## src/rtl/turn_scheduler_pkg.sv

```systemverilog
// Shared types and constants for the two-player turn timer.
package turn_pkg;

    typedef enum logic [1:0] {
        IDLE = 2'd0,
        TURN = 2'd1,
        DONE = 2'd2
    } state_t;

    localparam logic P1 = 1'b0;
    localparam logic P2 = 1'b1;

    localparam int SEC_W = 5;

endpackage

```

## src/rtl/turn_scheduler_if.sv

```systemverilog
// Bundle of game-logic inputs and renderer-facing outputs of the turn timer.
interface turn_scheduler_if;
    import turn_pkg::*;

    logic             start;
    logic             move_valid;
    logic             game_over;
    logic             active_player;
    logic [SEC_W-1:0] seconds_left;
    logic             timeout;
    logic             sec_tick;
    logic             running;

    modport master (
        output start, move_valid, game_over,
        input  active_player, seconds_left, timeout, sec_tick, running
    );

    modport slave (
        input  start, move_valid, game_over,
        output active_player, seconds_left, timeout, sec_tick, running
    );

endinterface

```

## src/rtl/turn_scheduler_prescaler.sv

```systemverilog
// Divides the system clock down to a one-cycle tick per elapsed second.
module second_prescaler #(
    parameter int CLOCK_FREQ = 100_000_000
) (
    input  logic clk,
    input  logic rst,
    input  logic enable,
    input  logic clear,
    output logic tick
);

    localparam int CNT_W = (CLOCK_FREQ > 1) ? $clog2(CLOCK_FREQ) : 1;
    localparam logic [CNT_W-1:0] TERM = CNT_W'(CLOCK_FREQ - 1);

    logic [CNT_W-1:0] r_count;

    assign tick = enable && !clear && (r_count == TERM);

    // Outside the enabled window the count is parked at zero.
    always_ff @(posedge clk) begin
        if (!rst) begin
            r_count <= '0;
        end else if (clear || !enable) begin
            r_count <= '0;
        end else if (r_count == TERM) begin
            r_count <= '0;
        end else begin
            r_count <= r_count + CNT_W'(1);
        end
    end

endmodule

```

## src/rtl/turn_scheduler.sv

```systemverilog
// Tracks the active player and counts down the per-turn budget in seconds.
module turn_scheduler
    import turn_pkg::*;
#(
    parameter int CLOCK_FREQ   = 100_000_000,
    parameter int TURN_SECONDS = 15
) (
    input  logic              clk,
    input  logic              rst,
    turn_scheduler_if.slave   bus
);

    localparam logic [SEC_W-1:0] RELOAD = SEC_W'(TURN_SECONDS);

    state_t           r_state, w_state_nx;
    logic             r_player, w_player_nx;
    logic [SEC_W-1:0] r_sec, w_sec_nx;
    logic             r_timeout, w_timeout_nx;
    logic             r_sec_tick, w_sec_tick_nx;
    logic             r_running;
    logic             w_tick;
    logic             w_clear;

    second_prescaler #(
        .CLOCK_FREQ (CLOCK_FREQ)
    ) u_prescaler (
        .clk    (clk),
        .rst    (rst),
        .enable (r_state == TURN),
        .clear  (w_clear),
        .tick   (w_tick)
    );

    // Priority inside a turn: game_over, then move_valid, then the second tick.
    always_comb begin
        w_state_nx    = r_state;
        w_player_nx   = r_player;
        w_sec_nx      = r_sec;
        w_timeout_nx  = 1'b0;
        w_sec_tick_nx = 1'b0;
        w_clear       = 1'b0;
        case (r_state)
            IDLE, DONE: begin
                if (bus.start) begin
                    w_state_nx  = TURN;
                    w_player_nx = P1;
                    w_sec_nx    = RELOAD;
                    w_clear     = 1'b1;
                end
            end
            TURN: begin
                if (bus.game_over) begin
                    w_state_nx = DONE;
                    w_clear    = 1'b1;
                end else if (bus.move_valid) begin
                    w_player_nx = ~r_player;
                    w_sec_nx    = RELOAD;
                    w_clear     = 1'b1;
                end else if (w_tick) begin
                    w_sec_tick_nx = 1'b1;
                    if (r_sec > SEC_W'(1)) begin
                        w_sec_nx = r_sec - SEC_W'(1);
                    end else begin
                        w_timeout_nx = 1'b1;
                        w_player_nx  = ~r_player;
                        w_sec_nx     = RELOAD;
                    end
                end
            end
            default: begin
                w_state_nx = IDLE;
            end
        endcase
    end

    always_ff @(posedge clk) begin
        if (!rst) begin
            r_state    <= IDLE;
            r_player   <= P1;
            r_sec      <= '0;
            r_timeout  <= 1'b0;
            r_sec_tick <= 1'b0;
            r_running  <= 1'b0;
        end else begin
            r_state    <= w_state_nx;
            r_player   <= w_player_nx;
            r_sec      <= w_sec_nx;
            r_timeout  <= w_timeout_nx;
            r_sec_tick <= w_sec_tick_nx;
            r_running  <= (w_state_nx == TURN);
        end
    end

    assign bus.active_player = r_player;
    assign bus.seconds_left  = r_sec;
    assign bus.timeout       = r_timeout;
    assign bus.sec_tick      = r_sec_tick;
    assign bus.running       = r_running;

endmodule

```

## src/flat_wrapper.sv

```systemverilog
// flat-port wrapper written by rule: the top's interface ports become plain ports
module turn_scheduler_flat import turn_pkg::*;
#(
    parameter int CLOCK_FREQ   = 100_000_000,
    parameter int TURN_SECONDS = 15
)
  (clk, rst, bus_start, bus_move_valid, bus_game_over, bus_active_player, bus_seconds_left, bus_timeout, bus_sec_tick, bus_running);
  turn_scheduler_if bus_i ();
  input  logic clk;
  input  logic rst;
  input wire logic [$bits(bus_i.start)-1:0] bus_start;
  input wire logic [$bits(bus_i.move_valid)-1:0] bus_move_valid;
  input wire logic [$bits(bus_i.game_over)-1:0] bus_game_over;
  output wire logic [$bits(bus_i.active_player)-1:0] bus_active_player;
  output wire logic [$bits(bus_i.seconds_left)-1:0] bus_seconds_left;
  output wire logic [$bits(bus_i.timeout)-1:0] bus_timeout;
  output wire logic [$bits(bus_i.sec_tick)-1:0] bus_sec_tick;
  output wire logic [$bits(bus_i.running)-1:0] bus_running;
  assign bus_i.start = bus_start;
  assign bus_i.move_valid = bus_move_valid;
  assign bus_i.game_over = bus_game_over;
  assign bus_active_player = bus_i.active_player;
  assign bus_seconds_left = bus_i.seconds_left;
  assign bus_timeout = bus_i.timeout;
  assign bus_sec_tick = bus_i.sec_tick;
  assign bus_running = bus_i.running;
  turn_scheduler #(.CLOCK_FREQ(CLOCK_FREQ), .TURN_SECONDS(TURN_SECONDS)) u_core (.clk(clk), .rst(rst), .bus(bus_i));
endmodule
```

## config.mk

```make
export PLATFORM = sky130hd
export DESIGN_NAME = turn_scheduler_flat
export DESIGN_NICKNAME = d
export VERILOG_FILES = /design/src/rtl/turn_scheduler_pkg.sv /design/src/rtl/turn_scheduler_if.sv /design/src/rtl/turn_scheduler_prescaler.sv /design/src/rtl/turn_scheduler.sv /design/src/flat_wrapper.sv
export SDC_FILE = /design/constraint.sdc
export NUM_CORES = 1
export LEC_CHECK = 0
export CAP_MARGIN = 40
export CORE_MARGIN = 2
export CORE_UTILIZATION = 35
export DETAILED_ROUTE_END_ITERATION = 10
export PLACE_DENSITY = 0.61
export SYNTH_ARGS = -nofsm -noshare
export SYNTH_HDL_FRONTEND = slang
export SYNTH_SLANG_ARGS = --single-unit
```

## constraint.sdc

```tcl
create_clock -name clk -period 1.81 [get_ports clk]
set_clock_uncertainty 0.15 [all_clocks]
set_input_delay 0.181 -clock clk [delete_from_list [all_inputs] [get_ports clk]]
set_output_delay 0.181 -clock clk [all_outputs]
set_load 0.01 [all_outputs]
```

# After elaboration in Yosys (flattened, before gate mapping)

Index checks and enable logic that the tools add are counted.

Bits in registers: 38
Output and inout bits: 9

Add/sub/neg operators: 2
Order comparisons: 1
Equality and inequality tests: 8
Muxes and demuxes: 21
Bitwise logic cells: 4
Reductions and logical operators: 13

Operators with widths:

| kind                                                                             | number |
|---|---|
| 27-bit by 1-bit adder with 27-bit output (second input constant)                 | 1 |
| 27-bit equality test (second input constant)                                     | 1 |
| 5-bit two-way mux                                                                | 5 |
| 1-bit two-way mux                                                                | 10 |
| 5-bit one-hot mux with 2 select lines                                            | 1 |
| 5-bit by 1-bit greater-than comparator with 1-bit output (second input constant) | 1 |
| 5-bit AND reduction                                                              | 1 |
| 5-bit OR reduction                                                               | 1 |
| 5-bit by 1-bit subtractor with 5-bit output (second input constant)              | 1 |
| 2-bit by 1-bit equality test with 1-bit output (second input constant)           | 2 |
| 2-bit two-way mux                                                                | 2 |
| 2-bit != test (second input constant)                                            | 2 |
| 1-bit inverter                                                                   | 4 |
| 1-bit one-hot mux with 2 select lines                                            | 2 |
| 2-bit one-hot mux with 2 select lines                                            | 1 |
| 4-bit AND reduction                                                              | 1 |
| 4-bit OR reduction                                                               | 1 |
| 3-bit by 2-bit != test with 1-bit output (second input constant)                 | 1 |
| 3-bit != test (second input constant)                                            | 1 |
| 3-bit OR reduction                                                               | 1 |
| 2-bit equality test (second input constant)                                      | 1 |
| 1-bit logical AND                                                                | 2 |
| 1-bit zero test                                                                  | 2 |
| 2-bit zero test                                                                  | 1 |
| 3 further kinds                                                                  | 3 |

# Logic depth before layout (Yosys ltp)

Gate-level depths: netlist of the first run.

Depth after elaboration: 10
Mapped depth: 8
Mapped depth without buffers: 7

# By module

A second synthesis of the first run with hierarchy kept.

Cells, all modules: 213
Area, all modules: 1913.1 um^2

Modules (own cells, without submodules):

| module           | times used | cells an instance | area an instance (um^2) | seq. area each (um^2) |
|---|---|---|---|---|
| second_prescaler | 1          | 155               | 1385.1                  | 540.5 |
| turn_scheduler   | 1          | 58                | 528.0                   | 220.2 |

# Worst setup path before layout of the first run

No wires, ideal clock.

Path type: reg-to-reg
Start: register u_core.u_prescaler.r_count[0]
End: register u_core.u_prescaler.r_count[2]
Library setup time: 115 ps
Arrival: 1711 ps
Slack: -166 ps
Stages on the path, launching flop included: 9
Buffers on the path: 2
Clock period less this slack: 1976 ps
Path through: dfxtp_1 -> ha_1 -> and3_1 -> nand2b_1 -> or4_4 -> nand2b_1 -> buf_6 -> buf_8 -> nor2_1

Word-level cells in the longest chain between the ends: 2
Elaborated cells between the ends (all ways): 3

Ends and longest elaborated chain:

| what                                                                                             | RTL line                       | RTL |
|---|---|---|
| from (decl)                                                                                      | turn_scheduler_prescaler.sv:15 | `logic [CNT_W-1:0] r_count;` |
| from (signal assigned)                                                                           | turn_scheduler_prescaler.sv:28 | `r_count <= r_count + CNT_W'(1);` |
| parallel branches: the longest is 2 deep, another holds 27-bit by 1-bit adder with 27-bit output | n/a                            |  |

Parallel ways; which one is timed is not known.
A chain may end at the register's enable or synchronous reset.

# Worst setup path in the final report of the first run

Start: register u_core.u_prescaler.r_count[1]
End: register u_core.u_prescaler.r_count[5]

The elaborated chain is that of the path after synthesis.

==> results of run 1 <==
==> metal layers <==
| metal | global-route usage [%] | part of all wire, % |
|---|---|---|
| met3 | 3.32 | 2.7 |
| met2 | 21.2 | 48 |
| met1 | 19.1 | 47 |
| met5 | 0 | 0 |
| met4 | 7.64 | 2.3 |
==> Yosys cell counts <==
library cell,n,area (um2)
sky130_fd_sc_hd__buf_2,1,5.00
sky130_fd_sc_hd__o211a_1,2,20.0
sky130_fd_sc_hd__o31ai_1,2,15.0
sky130_fd_sc_hd__nand4_1,10,62.6
sky130_fd_sc_hd__nor3_1,9,45.0
sky130_fd_sc_hd__o21ba_2,1,10.0
sky130_fd_sc_hd__nand2b_1,4,25.0
sky130_fd_sc_hd__nand3b_1,4,30.0
sky130_fd_sc_hd__o31a_1,1,8.76
sky130_fd_sc_hd__and3_1,6,37.5
sky130_fd_sc_hd__nor4bb_1,1,10.0
sky130_fd_sc_hd__a211o_1,1,8.76
sky130_fd_sc_hd__dfxtp_1,38,761
sky130_fd_sc_hd__nand4_4,1,21.3
sky130_fd_sc_hd__or3b_2,1,8.76
sky130_fd_sc_hd__ha_1,3,37.5
sky130_fd_sc_hd__buf_8,2,30.0
sky130_fd_sc_hd__mux2i_1,1,10.0
sky130_fd_sc_hd__nand3_1,17,85.1
sky130_fd_sc_hd__inv_1,5,18.8
sky130_fd_sc_hd__nor4_2,1,12.5
sky130_fd_sc_hd__and2_0,1,6.26
sky130_fd_sc_hd__nor2_1,31,116
sky130_fd_sc_hd__clkbuf_1,2,7.51
sky130_fd_sc_hd__and2_1,2,12.5
sky130_fd_sc_hd__o21a_1,2,15.0
sky130_fd_sc_hd__or3_1,1,6.26
sky130_fd_sc_hd__xor2_1,17,149
sky130_fd_sc_hd__xnor2_1,8,70.1
sky130_fd_sc_hd__o21bai_1,1,7.51
sky130_fd_sc_hd__or4_4,1,11.3
sky130_fd_sc_hd__nor2b_1,5,31.3
sky130_fd_sc_hd__and4_1,3,26.3
sky130_fd_sc_hd__buf_6,1,11.3
sky130_fd_sc_hd__a21oi_1,3,15.0
sky130_fd_sc_hd__nand2_1,9,33.8
sky130_fd_sc_hd__a21boi_0,1,7.51
sky130_fd_sc_hd__nor4b_1,2,17.5
sky130_fd_sc_hd__nor3b_1,4,30.0
==> final cells by class <==
cell class	instances	area (um2)	area share, %
clock inverter	2	60.1	2.20
inverter	5	18.8	0.688
clock buffer	6	82.6	3.03
timing repair buffer	63	544	20.0
tap	70	87.6	3.21
sequential	38	768	28.2
multi-input combinational	156	1170	42.8
==> state kept, by name (all words and copies together) (netlist names) <==
signal                      flops
u_core.bus.timeout              1
u_core.bus.seconds_left         5
u_core.bus.active_player        1
u_core.u_prescaler.r_count     27
u_core.r_state                  2
u_core.bus.sec_tick             1
u_core.bus.running              1
==> worst max path at each step <==
stage	endpoint	slack, ns	cells after the start
after global routing	u_core.bus.seconds_left[2]$_SDFFE_PN0P_	-0.16	7
after detailed placement	u_core.bus.seconds_left[1]$_SDFFE_PN0P_	-0.15	7
after CTS	u_core.u_prescaler.r_count[14]$_SDFF_PP0_	-0.05	7
after global placement	u_core.u_prescaler.r_count[8]$_SDFF_PP0_	-0.14	6
after floorplan	u_core.u_prescaler.r_count[4]$_SDFF_PP0_	-0.06	8
final	u_core.u_prescaler.r_count[5]$_SDFF_PP0_	-0.09	7
==> cells by family after synthesis <==
kind of cell    Yosys count  synth area share [%]
simple gates            113                  34.3
flops                    38                  41.4
xor+xnor                 25                  11.9
compound gates           14                  5.86
buf+inv                  11                  3.95
fa+ha+maj                 3                  2.04
mux                       1                 0.545
==> worst max-delay path, stage by stage, from the launching register on <==
cell and delay (ns):
sky130_fd_sc_hd__dfxtp_2 0.35, sky130_fd_sc_hd__ha_4 0.14, sky130_fd_sc_hd__and3_4 0.19, sky130_fd_sc_hd__nand2b_4 0.06
sky130_fd_sc_hd__or4_4 0.53, sky130_fd_sc_hd__nand2b_4 0.15, sky130_fd_sc_hd__clkbuf_16 0.18, sky130_fd_sc_hd__nor2_1 0.04
==> report_power, final <==
| part | leakage [nW] | switching, W | internal, W | total, W |
|---|---|---|---|---|
| clock network | 0.0714 | 0.000308 | 0.000588 | 0.000896 |
| registers | 0.311 | 0.0000139 | 0.000850 | 0.000864 |
| logic | 0.672 | 0.0000664 | 0.0000864 | 0.000153 |
==> layout by cell type (no fill, tap or decap), types with 2 or more instances in the layout <==
cell type                         count
sky130_fd_sc_hd__nor2_1              17
sky130_fd_sc_hd__clkbuf_8             6
sky130_fd_sc_hd__nand2_1              9
sky130_fd_sc_hd__nor3b_1              3
sky130_fd_sc_hd__nor2_2              12
sky130_fd_sc_hd__buf_4               44
sky130_fd_sc_hd__dfxtp_1             32
sky130_fd_sc_hd__nor2_4               2
sky130_fd_sc_hd__nor4b_4              2
sky130_fd_sc_hd__nor2b_1              5
sky130_fd_sc_hd__ha_1                 2
sky130_fd_sc_hd__nand3b_1             4
sky130_fd_sc_hd__o21a_1               2
sky130_fd_sc_hd__and4_1               3
sky130_fd_sc_hd__nor3_1               7
sky130_fd_sc_hd__xor2_1              17
sky130_fd_sc_hd__and2_1               2
sky130_fd_sc_hd__nand3_1             16
sky130_fd_sc_hd__bufinv_16            2
sky130_fd_sc_hd__dfxtp_2              6
sky130_fd_sc_hd__o31ai_1              2
sky130_fd_sc_hd__buf_6                3
sky130_fd_sc_hd__inv_1                5
sky130_fd_sc_hd__clkdlybuf4s50_1     13
sky130_fd_sc_hd__nand2b_4             3
sky130_fd_sc_hd__xnor2_1              8
sky130_fd_sc_hd__nor3_2               2
sky130_fd_sc_hd__and3_1               5
sky130_fd_sc_hd__a21oi_1              2
sky130_fd_sc_hd__nand4_1             10
sky130_fd_sc_hd__o211a_1              2
==> through the flow <==
stage          hold slack, ns  area [um2]  std cells  TNS (ns)  total power, W
3_3_place_gp            0.317        2390        328     -4.12         0.00102
4_1_cts                 0.333        2590        337    -0.848         0.00193
2_1_floorplan           0.194        1860        205     -1.05        0.000953
6_report                0.330        2730        340     -1.89         0.00191
5_1_grt                 0.360        2730        340     -4.14         0.00200
3_5_place_dp            0.324        2390        328     -4.12         0.00102
==> what timing repair did <==
item	4_1_cts	5_1_grt
gates cloned	0	2
hold buffers	0	0
buffers inserted	1	1
pin swaps	3	9
endpoints found under the setup margin	33	34
gates resized for setup	11	26
==> run summary, run 1 <==
================================================================================
Outcome                                                             complete, but fails checks
Violations in the final reports                                     setup timing
Final wirelength                                                         4150 um
Synth cell types                                                              39
Utilization after layout                                                   53.7%
Synthesis Warnings                                                             0
Lkg Pwr                                                                  1.05 nW
Count of buffers from port buffering                                          13
Maximum number of pins on one net before global-route repair                  17
Slew of the pin with the lowest slew margin                             0.313 ns
Die Area                                                             0.00584 mm2
Post-layout net count                                                        277
Hold-critical path endpoint                                         u_core.bus.active_player$_SDFFE_PN0P_
Number of antenna violations at the first check in global routing              0
Area grow syn2layout                                                       48.5%
Final antenna diode count                                                      0
Pins over their slew limit                                                     0
Via count normalized by instance count                                      4.86
Total overflow reported by the global router                                   0
Slack of the critical path                                            -0.0933 ns
Clk sink count                                                                38
Number of filler cells placed in the layout                                  481
Pre-CTS setup slack                                                    -0.148 ns
Hold depth                                                                     2
#FFs+latches synth                                                            38
Reg2Reg Setup Slack                                                     -0.09 ns
Overall die width                                                        76.4 um
Number of max-capacitance violations reported                                  0
Maximum fanout along the worst path                                            8
Depth of the worst register-to-register path                                   7
Max transition margin                                                      79.1%
Clock transition at the registers of the reported paths                  0.08 ns
Die Ht                                                                   76.4 um
Vias in the first global route                                              1506
Placer congestion estimate                                                 0.881
End of the worst register-to-register path                          u_core.u_prescaler.r_count[5]$_SDFF_PP0_
Crit. End Element                                                           flop
CTS buffer count                                                               5
Final critical path time including I/O delays and setup                  1.90 ns
Initial cell density of the core                                           36.2%
Setup repair after global routing missed its margin                         true
Register area share after synthesis                                        41.4%
Start point of the worst hold path                                  u_core.bus.active_player$_SDFFE_PN0P_
Vias after detailed routing                                                 1651
Class of the tightest hold or removal check                         flop to flop
Setup-failing EPs final                                                       33
Fmax                                                                     525 MHz
Buffer depth of the longest clock path                                         2
Row count                                                                     26
Synth Area per Inst                                                     8.96 um2
Critical path class                                                 flop to flop
Num ports                                                                     14
Synthesized instance count                                                   205
Wire length of the first global-routing pass                             6690 um
Power density over cell area                                          701 mW/mm2
Net Count, Synth                                                             213
Clk Tree Root Cell                                                  sky130_fd_sc_hd__clkbuf_8
TritonCTS clock tree                                                        done
Detailed-router iteration count before antenna repair                          4
Final hold violation count                                                     0
Launching point of the worst reg2reg path                           u_core.u_prescaler.r_count[1]$_SDFF_PP0_
Largest voltage drop on the vdd net                                       440 uV
Required time of the critical path                                       1.85 ns
Worst setup path start                                              u_core.u_prescaler.r_count[1]$_SDFF_PP0_
Worst Path Arrival                                                       1.95 ns
Detailed-route DRC error count                                                 0
Wire length per cell after detailed routing                              12.2 um
Launching element type of the critical path                                 flop
Placeable core area                                                  0.00507 mm2
Fraction of the cycle the final worst path needs                            105%
GRT Overall Usage                                                          14.3%
HPWL after detailed placement                                            2790 um
Detailed Route Iter0 Violations                                               53
Antenna viol nets, final                                                       0
Fraction of final layout cells sized beyond drive strength 1               35.6%
Synthesized cell area                                                0.00184 mm2
H-tree depth reported by CTS                                                   2
Insertion delay to the later sink of the worst-skew pair                 0.29 ns
================================================================================
Note: power is estimated with default switching activity, not from simulation.
==> run 2: changes to the inputs <==
--- a/config.mk
+++ b/config.mk
@@ -8,8 +8,10 @@
 export CAP_MARGIN = 40
 export CORE_MARGIN = 2
 export CORE_UTILIZATION = 35
+export CTS_BUF_LIST = sky130_fd_sc_hd__clkbuf_16
 export DETAILED_ROUTE_END_ITERATION = 10
 export PLACE_DENSITY = 0.61
 export SYNTH_ARGS = -nofsm -noshare
 export SYNTH_HDL_FRONTEND = slang
 export SYNTH_SLANG_ARGS = --single-unit
+export TNS_END_PERCENT = 20
==> run 2 against run 1 <==
  * Combinational power is 3% lower
  * Largest power group is now registers
  * First-iteration DRC count is 7.5% lower
  * Global-route usage fell by 0.56 points
  * Critical path type unchanged
  * The run still ends with setup timing left
  * Flip-flop and latch count unchanged
==> run summary, run 2 (synthesis gave the netlist of run 1 again) <==
================================================================================
Outcome                                                             complete, but fails checks
Violations in the final reports                                     setup timing
Crit. End Element                                                           flop
Global-route track usage on met2                                           21.1%   -0.18 points
Setup-failing EPs final                                                       27   -18%
Clk sink count                                                                38   unchanged
Buffer depth of the longest clock path                                         2   unchanged
Detailed-route DRC error count                                                 0   unchanged
Number of non-filler instances in the completed layout                       337   -0.88%
Initial cell density of the core                                           36.2%   unchanged
Area after detailed placement                                        0.00240 mm2   +0.63%
Hold-fix buffer count after cts                                                0   unchanged
Most frequent cells in the layout                                   sky130_fd_sc_hd__buf_4, sky130_fd_sc_hd__dfxtp_1, sky130_fd_sc_hd__nor2_1
Die Ht                                                                   76.4 um   unchanged
Largest voltage drop on the vdd net                                       421 uV   -4.4%
Insertion delay to the later sink of the worst-skew pair                 0.28 ns   about the same
Vias after detailed routing                                                 1600   -3.1%
Overall die width                                                        76.4 um   unchanged
Placer congestion estimate                                                 0.846   -4.0%
HPWL after detailed placement                                            2710 um   -2.8%
Slew of the pin with the lowest slew margin                             0.344 ns   +0.0316 ns
Fmax                                                                     537 MHz   +2.3%
Row count                                                                     26   unchanged
Maximum fanout along the worst path                                           13   +5
Pins over their slew limit                                                     0   unchanged
Required time of the critical path                                       1.83 ns   -0.02 ns
Final wirelength                                                         3820 um   -7.9%
CTS buffer count                                                               5   unchanged
Fraction of final layout cells sized beyond drive strength 1               28.5%   -7.1 points
Total overflow reported by the global router                                   0   unchanged
Clock transition at the registers of the reported paths                  0.05 ns   -0.03 ns
Wire length per cell after detailed routing                              11.3 um   -7.1%
Critical path class                                                 flop to flop
Worst Path Arrival                                                       1.88 ns   -0.07 ns
Clk Tree Root Cell                                                  sky130_fd_sc_hd__clkbuf_16
Count of placed standard cells including taps                                330   +0.61%
Layer with the highest usage                                                met2
Final critical path time including I/O delays and setup                  1.86 ns   -0.0427 ns
TritonCTS clock tree                                                        done
Die Area                                                             0.00584 mm2   unchanged
Antenna viol nets, final                                                       0   unchanged
Class of the tightest hold or removal check                         flop to flop
Placeable core area                                                  0.00507 mm2   unchanged
Wire length of the first global-routing pass                             6570 um   -1.9%
Detailed Route Iter0 Violations                                               49   -7.5%
Most common cell after layout, fill and taps aside                  sky130_fd_sc_hd__buf_4
GRT Overall Usage                                                          13.7%   -0.56 points
Via count normalized by instance count                                      4.75   -2.2%
Count of buffers from port buffering                                          13   unchanged
Power density over cell area                                          688 mW/mm2   -1.9%
Utilization after layout                                                   51.6%   -2.1 points
Met1 track demand over resource in global routing                          18.5%   -0.56 points
Slack of the critical path                                            -0.0506 ns   +0.0427 ns
Max stage delay cell, worst path                                    sky130_fd_sc_hd__or4_4
Delay of the slowest cell on the worst path                              0.56 ns   +0.03 ns
Number of max-capacitance violations reported                                  0   unchanged
Area grow syn2layout                                                       42.6%
Setup fix buffers added after clock tree synthesis                             0   -1
Max transition margin                                                      77.0%   -2.1 points
Number of flip-flops under the largest register name                          27   unchanged
Lkg Pwr                                                                  1.00 nW   -4.8%
Vias in the first global route                                              1475   -2.1%
Met3 capacity usage during global routing                                  3.20%   -0.12 points
Detailed-router iteration count before antenna repair                          4   unchanged
Post-route design area                                               0.00262 mm2   -3.9%
Fraction of the cycle the final worst path needs                            103%   -2.4 points
H-tree depth reported by CTS                                                   2   unchanged
Maximum number of pins on one net before global-route repair                  28   +11
Num ports                                                                     14   unchanged
Setup repair after global routing missed its margin                         true
Register with the most flip-flops                                   u_core.u_prescaler.r_count
Number of antenna violations at the first check in global routing              0   unchanged
Worst path cell trace                                               nor4b_4 -> nand2_1 -> or4_4 -> nand2b_4 -> clkbuf_16 -> nor2_1
Launching element type of the critical path                                 flop
Post-layout net count                                                        276   -0.36%
Final antenna diode count                                                      0   unchanged
Final hold violation count                                                     0   unchanged
================================================================================
-- run 2: cell count changes in the layout (fill, tap and decap cells not counted), sizes merged --
| cell | change |
|---|---|
| bufinv | -2 |
| buf | -1 |
| clkbuf | -1 |
| clkinv | +1 |
-- run 2: repair_timing --
action | CTS | global route
pin swaps | 4 | 5
setup endpoints to repair | 33 | 34
gates cloned | 0 | 1
resized for setup | 7 | 6
-- run 2: final timing paths --
kind,startpoint,endpoint,slack (ns),depth (start not counted)
max reg2reg,u_core.u_prescaler.r_count[25]$_SDFF_PP0_,u_core.u_prescaler.r_count[13]$_SDFF_PP0_,-0.05,6
min,u_core.bus.active_player$_SDFFE_PN0P_,u_core.bus.active_player$_SDFFE_PN0P_,0.33,2
min reg2reg,u_core.bus.active_player$_SDFFE_PN0P_,u_core.bus.active_player$_SDFFE_PN0P_,0.33,2
max,u_core.u_prescaler.r_count[25]$_SDFF_PP0_,u_core.u_prescaler.r_count[13]$_SDFF_PP0_,-0.05,6
-- run 2: final cells by class --
cell class	instances	area (um2)
flip-flops and latches	38	767
repair buffers	62	528
multi-input cells	156	1090
fillers	501	2450
inverters	5	18.8
clock buffers	5	125
clock inverters	1	3.75
well taps	70	87.6
-- run 2: worst max-delay path: cells and delay by family, from the launching register on --
kind                   cells  cell delay [ns]
buffers and inverters      1             0.17
and+or+nand+nor            5             1.10
DFF                        1             0.33
-- run 2: metrics by stage --
| stage | hold slack (ns) | TNS [ns] | setup WS (ns) | power [W] |
|---|---|---|---|---|
| final | 0.332 | -0.933 | -0.0506 | 0.00180 |
| after global routing | 0.362 | -3.26 | -0.113 | 0.00188 |
| after CTS | 0.335 | -1.75 | -0.0722 | 0.00183 |
| after detailed placement | 0.328 | -4.11 | -0.142 | 0.00102 |
| after global placement | 0.327 | -4.08 | -0.137 | 0.00102 |
| after floorplan | 0.194 | -1.05 | -0.0553 | 0.000953 |
-- run 2: power by group --
group | switching, W | total, W | internal, W
combinational | 0.0000634 | 0.000148 | 0.0000850
sequential | 0.0000141 | 0.000866 | 0.000852
clock | 0.000299 | 0.000788 | 0.000489
total | 0.000377 | 0.00180 | 0.00143
-- run 2: routing by layer --
metal,wire length [um],vias to the layer above,part of all wire (%)
li1,-,842,-
met1,1910,740,50
met2,1760,13,46
met3,94,5,2.5
met4,50,0,1.3
met5,0,-,0
==> run 3: changes to the inputs <==
--- a/config.mk
+++ b/config.mk
@@ -6,6 +6,7 @@
 export NUM_CORES = 1
 export LEC_CHECK = 0
 export CAP_MARGIN = 40
+export CORE_ASPECT_RATIO = 1.75
 export CORE_MARGIN = 2
 export CORE_UTILIZATION = 35
 export CTS_BUF_LIST = sky130_fd_sc_hd__clkbuf_16
==> constraint.sdc (replaced) <==
create_clock -name clk -period 1.7 [get_ports clk]
set_clock_uncertainty 0.15 [all_clocks]
set_input_delay 0.17 -clock clk [delete_from_list [all_inputs] [get_ports clk]]
set_output_delay 0.17 -clock clk [all_outputs]
set_load 0.05 [all_outputs]
==> run 3 against run 2 <==
  * The flow finishes with violations (DRC, setup timing)
  * Flip-flop and latch count unchanged
  * Cell count down 0.30%
  * Sequential share of layout area down 1.4 points
  * Critical path depth up 1
  * Wire length up 24%
  * Register-to-register slack worse by 0.17 ns
  * Worst hold slack better by 0.021 ns
  * Cell area up 5.9%
  * Via count up 8.8%
  * Largest cell class unchanged
==> run summary, run 3 (synthesis gave the netlist of run 1 again) <==
=================================================================================
Total overflow reported by the global router                                    0   unchanged
Final antenna diode count                                                       0   unchanged
Wire length per cell after detailed routing                               14.0 um   +24%
Antenna viol nets, final                                                        0   unchanged
Hold-fix buffer count after cts                                                 0   unchanged
Area grow syn2layout                                                        51.1%
Utilization after layout                                                    55.3%   +3.7 points
Fmax                                                                      521 MHz   -3.1%
Maximum fanout along the worst path                                             7   -6
Number of antenna violations at the first check in global routing               0   unchanged
Depth of the worst register-to-register path                                    7   +1
Number of filler cells placed in the layout                                   478   -4.6%
TritonCTS clock tree                                                         done
Cell occurring most often along the worst timing path                sky130_fd_sc_hd__nand2b_4
Most frequent cells in the layout                                    sky130_fd_sc_hd__buf_4, sky130_fd_sc_hd__dfxtp_1, sky130_fd_sc_hd__nor2_1
Placeable core area                                                   0.00502 mm2   -1.1%
Stages on the worst setup path                                                  7   +1
Detailed-router iteration count before antenna repair                           7   +3
Detailed-route DRC error count                                                  2   +2
Largest voltage drop on the vdd net                                        537 uV   +27%
GRT Overall Usage                                                           16.2%   +2.5 points
Hold depth                                                                      2   unchanged
Area after detailed placement                                         0.00243 mm2   +1.4%
Crit. End Element                                                            flop
Max transition margin                                                       77.5%   +0.43 points
Via count normalized by instance count                                       5.18   +9.1%
Pins over their slew limit                                                      0   unchanged
Die Area                                                              0.00587 mm2   +0.39%
Pre-CTS setup slack                                                     -0.308 ns   -0.166 ns
Slack of the critical path                                              -0.221 ns   -0.170 ns
Launching element type of the critical path                                  flop
Detailed Route Iter0 Violations                                                55   +12%
Wire length of the first global-routing pass                              7440 um   +13%
Violations in the final reports                                      DRC, setup timing
Placer congestion estimate                                                  0.795   -6.0%
Setup-failing EPs final                                                        34   +26%
Number of flip-flops under the largest register name                           27   unchanged
Max stage delay cell, worst path                                     sky130_fd_sc_hd__or4_4
H-tree depth reported by CTS                                                    2   unchanged
Worst Path Arrival                                                        1.94 ns   +0.06 ns
Fraction of the cycle the final worst path needs                             113%   +10 points
Initial cell density of the core                                            36.6%   +0.40 points
Vias in the first global route                                               1770   +20%
Final hold violation count                                                      0   unchanged
Vias after detailed routing                                                  1741   +8.8%
HPWL after detailed placement                                             3140 um   +16%
Delay of the slowest cell on the worst path                               0.53 ns   -0.03 ns
Outcome                                                              complete, but fails checks
Class of the tightest hold or removal check                          flop to flop
Die Ht                                                                    99.8 um   +31%
Clk Tree Root Cell                                                   sky130_fd_sc_hd__clkbuf_16
Final critical path time including I/O delays and setup                   1.92 ns   +0.0600 ns
Power density over cell area                                           780 mW/mm2   +13%
Fraction of final layout cells sized beyond drive strength 1                37.6%   +9.1 points
Number of max-capacitance violations reported                                   0   unchanged
Critical path class                                                  flop to flop
Maximum number of pins on one net before global-route repair                   15   -46%
Overall die width                                                         58.8 um   -23%
Register with the most flip-flops                                    u_core.u_prescaler.r_count
Sum of negative setup slack                                              -6.41 ns   -5.47 ns
Slew of the pin with the lowest slew margin                              0.338 ns   -0.00643 ns
Cell class contributing the biggest share of worst-path delay        simple AND/OR/NAND/NOR gates
Lkg Pwr                                                                   1.14 nW   +14%
Number of buffer and inverter instances along the worst setup path              1   unchanged
Final hold slack                                                         0.353 ns   +0.0209 ns
Post-layout net count                                                         289   +4.7%
Clk sink count                                                                 38   unchanged
Final wirelength                                                          4720 um   +24%
Required time of the critical path                                        1.72 ns   -0.11 ns
Num ports                                                                      14   unchanged
Worst path cell trace                                                ha_4 -> and3_4 -> nand2b_4 -> or4_4 -> nand2b_4 -> clkbuf_16 -> nor2_1
Buffer depth of the longest clock path                                          2   unchanged
Setup repair after global routing missed its margin                          true
CTS buffer count                                                                5   unchanged
Insertion delay to the later sink of the worst-skew pair                  0.28 ns   about the same
Count of buffers from port buffering                                           13   unchanged
Most common cell after layout, fill and taps aside                   sky130_fd_sc_hd__buf_4
Post-route design area                                                0.00278 mm2   +5.9%
Clock transition at the registers of the reported paths                   0.06 ns   about the same
Row count                                                                      34   +31%
=================================================================================
-- run 3: layout make-up --
type,instances,area (um2),share of cell area [%]
Clock buffer,5,125,4.51
Clock inverter,3,37.5,1.35
Inverter,5,18.8,0.676
Multi-Input combinational cell,156,1110,40.1
Sequential cell,38,774,27.9
Tap cell,54,67.6,2.43
Timing Repair Buffer,75,638,23.0
-- run 3: final timing paths --
check,slack [ns],endpoint,from
max reg2reg,-0.22,u_core.u_prescaler.r_count[13]$_SDFF_PP0_,u_core.u_prescaler.r_count[0]$_SDFF_PP0_
max,-0.22,u_core.u_prescaler.r_count[13]$_SDFF_PP0_,u_core.u_prescaler.r_count[0]$_SDFF_PP0_
min,0.35,u_core.bus.active_player$_SDFFE_PN0P_,u_core.bus.active_player$_SDFFE_PN0P_
min reg2reg,0.35,u_core.bus.active_player$_SDFFE_PN0P_,u_core.bus.active_player$_SDFFE_PN0P_
-- run 3: stage by stage --
step,total power [W],cells
3_5_place_dp,0.00114,323
3_3_place_gp,0.00114,323
5_1_grt,0.00223,336
6_report,0.00217,336
4_1_cts,0.00217,333
2_1_floorplan,0.00105,205
-- run 3: power by group --
group	total (W)	internal, W	switching, W	leakage [nW]
clock	0.00103	0.000681	0.000349	0.0826
sequential	0.000923	0.000907	0.0000160	0.312
combinational	0.000212	0.000102	0.000110	0.750
-- run 3: metal layers --
layer  routed length, um  global-route usage, %  up-vias  share of wire (%)
met1                1840                   16.1      838                 39
met4                  88                   6.82        0                1.9
met5                   0                      0        -                  0
met3                 104                   2.96        8                2.2
li1                    -                      -      872                  -
met2                2690                   31.2       23                 57
-- run 3: what timing repair did --
item,in CTS,in global routing
resized for setup,10,11
setup endpoints to repair,35,35
pin swaps,4,7
gates cloned,1,3
setup buffers,1,0
-- run 3: worst min-delay path, cell delays in order, from the launching register on --
cell and delay, ns:
sky130_fd_sc_hd__dfxtp_1 0.32, sky130_fd_sc_hd__nand2_1 0.07, sky130_fd_sc_hd__mux2i_1 0.06
